[src/rtl/ic_fill_ctrl_if.sv]
// ---------------------------------------------------------------------------
// ic_fill_ctrl_if
// Groups the icache-side miss/fill handshake and the memory-side read
// request/beat bus used by ic_fill_ctrl.
//
// Signals:
//   ic_miss          icache miss request (level)
//   ic_miss_addr     miss line address (low 5 bits expected zero)
//   ic_fill_data     assembled 256-bit line presented to the icache
//   ic_miss_ack      one-cycle fill-complete pulse
//   ic_miss_ack_addr line address being written back
//   mem_req          memory read request (level)
//   mem_addr         line address presented with mem_req
//   mem_gnt          memory accepts the request
//   mem_rvalid       one 32-bit beat valid this cycle
//   mem_rdata        beat data
//
// Modports:
//   master  fill-controller side (drives mem_req and the icache fill outputs)
//   slave   environment side (icache + memory)
// ---------------------------------------------------------------------------
interface ic_fill_ctrl_if;
  logic         ic_miss;
  logic [31:0]  ic_miss_addr;
  logic [255:0] ic_fill_data;
  logic         ic_miss_ack;
  logic [31:0]  ic_miss_ack_addr;
  logic         mem_req;
  logic [31:0]  mem_addr;
  logic         mem_gnt;
  logic         mem_rvalid;
  logic [31:0]  mem_rdata;

  modport master (
    input  ic_miss, ic_miss_addr, mem_gnt, mem_rvalid, mem_rdata,
    output ic_fill_data, ic_miss_ack, ic_miss_ack_addr, mem_req, mem_addr
  );

  modport slave (
    output ic_miss, ic_miss_addr, mem_gnt, mem_rvalid, mem_rdata,
    input  ic_fill_data, ic_miss_ack, ic_miss_ack_addr, mem_req, mem_addr
  );
endinterface

[src/rtl/ic_fill_ctrl.sv]
// ---------------------------------------------------------------------------
// ic_fill_ctrl
// Instruction-cache line fill controller. On a miss it latches the line
// address, issues one memory read request, collects eight 32-bit beats into
// a 256-bit line and pulses ic_miss_ack for one cycle so the icache can
// write the line.
//
// Ports:
//   clk            single clock, rising edge
//   rst_n          asynchronous active-low reset
//   bus            ic_fill_ctrl_if.master (icache + memory handshakes)
//   busy           high whenever the controller is not idle
//   perf_miss_cnt  number of completed fills, saturating at 16'hFFFF
//
// Configuration:
//   IC_FILL_PERF_EN  when defined, perf_miss_cnt counts completed fills;
//                    when undefined it is tied to zero.
// ---------------------------------------------------------------------------
module ic_fill_ctrl (
  input  logic                  clk,
  input  logic                  rst_n,
  ic_fill_ctrl_if.master        bus,
  output logic                  busy,
  output logic [15:0]           perf_miss_cnt
);

  typedef enum logic [1:0] {
    IDLE = 2'd0,
    REQ  = 2'd1,
    BEAT = 2'd2,
    ACK  = 2'd3
  } state_t;

  state_t        state;
  state_t        state_next;
  logic [2:0]    beat_cnt;
  logic [31:0]   line_addr;
  logic [255:0]  fill_data;

  // State register
  always_ff @(posedge clk or negedge rst_n) begin
    if (!rst_n) begin
      state <= IDLE;
    end else begin
      state <= state_next;
    end
  end

  // Next-state logic; a fill only ends after the eighth accepted beat,
  // and there is no timeout while waiting for grant or beats.
  always_comb begin
    state_next = state;
    case (state)
      IDLE: if (bus.ic_miss)                          state_next = REQ;
      REQ:  if (bus.mem_gnt)                          state_next = BEAT;
      BEAT: if (bus.mem_rvalid && (beat_cnt == 3'd7)) state_next = ACK;
      ACK:                                            state_next = IDLE;
      default:                                        state_next = IDLE;
    endcase
  end

  // Output logic; everything here depends on state only
  always_comb begin
    bus.mem_req     = 1'b0;
    bus.ic_miss_ack = 1'b0;
    busy            = 1'b1;
    case (state)
      IDLE:    busy            = 1'b0;
      REQ:     bus.mem_req     = 1'b1;
      ACK:     bus.ic_miss_ack = 1'b1;
      default: ;
    endcase
  end

  // Line address capture. The low five bits are masked so a misaligned
  // miss address still selects the enclosing 32-byte line.
  always_ff @(posedge clk or negedge rst_n) begin
    if (!rst_n) begin
      line_addr <= '0;
    end else if ((state == IDLE) && bus.ic_miss) begin
      line_addr <= bus.ic_miss_addr & 32'hFFFF_FFE0;
    end
  end

  // Beat counter and line assembly. The counter is 3 bits so it wraps
  // 7->0 naturally on the last beat; it is also cleared when a miss is
  // accepted so a fill always starts at slot 0.
  always_ff @(posedge clk or negedge rst_n) begin
    if (!rst_n) begin
      beat_cnt  <= '0;
      fill_data <= '0;
    end else if ((state == IDLE) && bus.ic_miss) begin
      beat_cnt  <= '0;
    end else if ((state == BEAT) && bus.mem_rvalid) begin
      fill_data[{beat_cnt, 5'b00000} +: 32] <= bus.mem_rdata;
      beat_cnt                              <= beat_cnt + 3'd1;
    end
  end

  assign bus.mem_addr         = line_addr;
  assign bus.ic_miss_ack_addr = line_addr;
  assign bus.ic_fill_data     = fill_data;

`ifdef IC_FILL_PERF_EN
  logic [15:0] miss_cnt;

  // Completed-fill counter, saturating so it never rolls back to zero
  always_ff @(posedge clk or negedge rst_n) begin
    if (!rst_n) begin
      miss_cnt <= '0;
    end else if ((state == ACK) && (miss_cnt != 16'hFFFF)) begin
      miss_cnt <= miss_cnt + 16'd1;
    end
  end

  assign perf_miss_cnt = miss_cnt;
`else
  assign perf_miss_cnt = 16'd0;
`endif

endmodule
[src/flat_wrapper.sv]
// flat-port wrapper written by rule: the top's interface ports become plain ports
module ic_fill_ctrl_flat 
  (clk, rst_n, busy, perf_miss_cnt, bus_ic_miss, bus_ic_miss_addr, bus_mem_gnt, bus_mem_rvalid, bus_mem_rdata, bus_ic_fill_data, bus_ic_miss_ack, bus_ic_miss_ack_addr, bus_mem_req, bus_mem_addr);
  ic_fill_ctrl_if bus_i ();
  input  logic clk;
  input  logic rst_n;
  output logic busy;
  output logic [15:0] perf_miss_cnt;
  input wire logic [$bits(bus_i.ic_miss)-1:0] bus_ic_miss;
  input wire logic [$bits(bus_i.ic_miss_addr)-1:0] bus_ic_miss_addr;
  input wire logic [$bits(bus_i.mem_gnt)-1:0] bus_mem_gnt;
  input wire logic [$bits(bus_i.mem_rvalid)-1:0] bus_mem_rvalid;
  input wire logic [$bits(bus_i.mem_rdata)-1:0] bus_mem_rdata;
  output wire logic [$bits(bus_i.ic_fill_data)-1:0] bus_ic_fill_data;
  output wire logic [$bits(bus_i.ic_miss_ack)-1:0] bus_ic_miss_ack;
  output wire logic [$bits(bus_i.ic_miss_ack_addr)-1:0] bus_ic_miss_ack_addr;
  output wire logic [$bits(bus_i.mem_req)-1:0] bus_mem_req;
  output wire logic [$bits(bus_i.mem_addr)-1:0] bus_mem_addr;
  assign bus_i.ic_miss = bus_ic_miss;
  assign bus_i.ic_miss_addr = bus_ic_miss_addr;
  assign bus_i.mem_gnt = bus_mem_gnt;
  assign bus_i.mem_rvalid = bus_mem_rvalid;
  assign bus_i.mem_rdata = bus_mem_rdata;
  assign bus_ic_fill_data = bus_i.ic_fill_data;
  assign bus_ic_miss_ack = bus_i.ic_miss_ack;
  assign bus_ic_miss_ack_addr = bus_i.ic_miss_ack_addr;
  assign bus_mem_req = bus_i.mem_req;
  assign bus_mem_addr = bus_i.mem_addr;
  ic_fill_ctrl u_core (.clk(clk), .rst_n(rst_n), .bus(bus_i), .busy(busy), .perf_miss_cnt(perf_miss_cnt));
endmodule
[config.mk]
export PLATFORM = sky130hd
export DESIGN_NAME = ic_fill_ctrl_flat
export DESIGN_NICKNAME = d
export VERILOG_FILES = /design/src/rtl/ic_fill_ctrl_if.sv /design/src/rtl/ic_fill_ctrl.sv /design/src/flat_wrapper.sv
export SDC_FILE = /design/constraint.sdc
export NUM_CORES = 1
export LEC_CHECK = 0
export CAP_MARGIN = 30
export CELL_PAD_IN_SITES_DETAIL_PLACEMENT = 0
export CELL_PAD_IN_SITES_GLOBAL_PLACEMENT = 2
export CORE_AREA = 2 2 205 207
export CTS_CLUSTER_SIZE = 10
export DETAILED_ROUTE_END_ITERATION = 8
export DIE_AREA = 0 0 207 209
export PLACE_DENSITY = 0.78
export SLEW_MARGIN = 20
export SYNTH_ARGS = -nofsm -noshare
export SYNTH_HDL_FRONTEND = slang
export SYNTH_SLANG_ARGS = --single-unit
[constraint.sdc]
create_clock -name clk -period 2.9 [get_ports clk]
set_clock_uncertainty 0.2 [all_clocks]
set_input_delay 0.435 -clock clk [delete_from_list [all_inputs] [get_ports clk]]
set_output_delay 0.435 -clock clk [all_outputs]
set_load 0.01 [all_outputs]
==> reports/metrics.cfg, run 1 <==
[outcome]
status = complete, no violations

[global_route]
grt-ovfl-total = 0
grt_pass1_wl_um = 55000
grt_max_degree = 87
grt_antenna_before_repair = 2
grt_pass1_vias = 8557
grt_usage_pct = 16.5

[setup_path]
cp.required_ns = 3.11
critical_path_class = reg2reg
cp.arrival_ns = 2.80
end_kind = register
cp-start-kind = register
path_max_fanout = 11

[logic_synthesis]
synth_edf_count = 0
yosys_warnings = 0
synth_area_um2 = 11800
yosys.area.top_type = dfrtp_1
yosys.area.top_type_share_pct = 61.2
async_reset_ff_share_pct = 100
synth-main-ff-cell = dfrtp_1
synth_cells = 957
synth_seq_cells = 288
ys_top_cells_by_area = dfrtp_1, mux2_2, nand2_1
syn_area_per_cell_um2 = 12.3
ys_types = 34
synth.yosys.seq_area_share_pct = 61.2

[sta]
grt_setup_unrepaired = no
worstMarginPinSlew_ns = 0.775
fin_crit_sh_pct = 89.3
fmax_ghz = 0.386
finalMaxSlewViolations = 0
fin_tns_setup_ns = 0
finalHoldViolCount = 0
slew-limit-headroom_pct = 48.3
finalCriticalPeriod_ns = 2.59
setup_violations = 0

[clock_tree]
path_clk_slew_ns = 0.06
cts_num_sinks = 288
cts_root_buffer = clkbuf_16
post-cts-setup-buffers = 0
clock_latency_ns = 0.52
hold_buffers = 1
cts_tree = built
cts_buffers = 36
clock_path_buffers = 3
htree_levels = 2
ctsResizeCount = 0

[power]
p_per_area_nw_per_um2 = 826
fin_total_pwr_mw = 14.2
p_leak_nw = 7.74
irDropWorstVdd_uv = 522

[placement]
place_congestion = 0.728
hpwl_um = 25000
portBuffers = 376

[floorplanning]
core_area_um2 = 41300
die_area_um2 = 43300
io_pins = 408
die_x_um = 207
rows = 75
dieHeight_um = 209
initial_utilization_pct = 28.5

[route]
num_vias = 8303
remaining_drc_errors = 0
drt_iter0_drc = 354
wl_per_cell_um = 19.1
first_pass_iters = 4
wl_um = 35900
detail-route-antenna-nets = 0
viasPerCell = 4.42

[cells_and_area]
area_growth_pct = 46.1
drive_gt1_share_pct = 19.3
nets = 1404
final_common_cell = clkdlybuf4s50_1
layout_common_cells = clkdlybuf4s50_1, dfrtp_1, nand2_1, mux2_2, clkbuf_16

[worst_hold_path]
min_path_type = in2reg

[job]
drv_cap = 0

==> registers in the layout, indices dropped and copies added (netlist names) <==
register	cells
u_core.bus.ic_fill_data	256
u_core.beat_cnt	3
u_core.state	2
u_core.bus.ic_miss_ack_addr	27
==> kinds of logic after synthesis <==
family,Yosys count,synth area share (%)
AO/OA/AOI/OAI,100,6.73
XOR/XNOR,1,0.0744
adder cells (fa/ha/maj),9,0.956
buffers and inverters,137,6.88
flip-flops,288,61.2
multiplexers,161,15.2
other,1,0.0318
AND/OR/NAND/NOR,260,8.95
==> through the flow <==
stage                     hold slack (ns)  std cells  worst slack, ns  util, %  area (µm²)
after floorplan                   -0.0606        982            0.317        -       11900
after global placement              0.260       1826            0.260     39.0       16100
after detailed placement            0.264       1826            0.208     39.0       16100
after CTS                           0.197       1878            0.286     41.7       17200
after global routing                0.232       1878            0.146     41.7       17200
final                               0.241       1879            0.310     41.7       17200
==> area by class of cell <==
class                           count  area (µm²)
Clock buffer                       49        1070
Multi-Input combinational cell    557        3870
Sequential cell                   288        7210
Inverter                           28         105
Tap cell                          539         674
Clock inverter                      2        21.3
Fill cell                        3939       24100
Antenna cell                        1        2.50
Timing Repair Buffer              415        4250
==> path summary, 6_finish.rpt <==
check / from / to / slack [ns] / cells after the start
min in group asynchronous: rst_n / u_core.bus.ic_miss_ack_addr[28] / 0.36 / 2
worst max-delay path: u_core.beat_cnt[1] / u_core.bus.ic_fill_data[160] / 0.31 / 7
worst min-delay path: bus_ic_miss_addr[24] / u_core.bus.ic_miss_ack_addr[24] / 0.24 / 3
worst min register to register: u_core.bus.ic_fill_data[250] / u_core.bus.ic_fill_data[250] / 0.27 / 2
worst max register to register: u_core.beat_cnt[1] / u_core.bus.ic_fill_data[160] / 0.31 / 7
max in group asynchronous: rst_n / u_core.bus.ic_fill_data[214] / 1.46 / 3
==> where the power goes <==
| part | switching [mW] | internal [mW] |
|---|---|---|
| Sequential | 0.476 | 4.84 |
| Combinational | 2.20 | 2.50 |
| Clock | 1.66 | 2.55 |
==> layer usage <==
metal	vias to the layer above	track usage, %	wire (µm)
met3	45	5.06	2550
li1	3875	-	-
met5	-	0	13
met4	2	4.98	745
met1	4120	21.2	15900
met2	261	26.7	16700
==> synthesized netlist by cell type, types with 3 or more instances <==
library cell and n:
dfrtp_1 288, nand2_1 238, mux2_2 135, buf_4 65
o21ai_0 37, o31ai_1 32, inv_1 28, o31ai_2 27
clkbuf_1 24, mux2i_1 20, buf_2 11, ha_1 9
mux2_1 6, buf_6 5, nand3_1 4, nor2_1 4
buf_1 3
==> worst max-delay path: stages (launching register included) <==
cell     delay (ns)
dfrtp_1        0.39
inv_1          0.06
ha_1           0.20
ha_1           0.37
buf_4          0.23
nor4_4         0.36
buf_4          0.31
mux2_2         0.36
(Power assumes the default switching activity.)
==> inputs of run 2 (changes only) <==
Settings changed: ABC_CLOCK_PERIOD_IN_PS set to 2900.
==> results of run 2 <==
Final layout, timing and power as in run 1 (identical DEF).
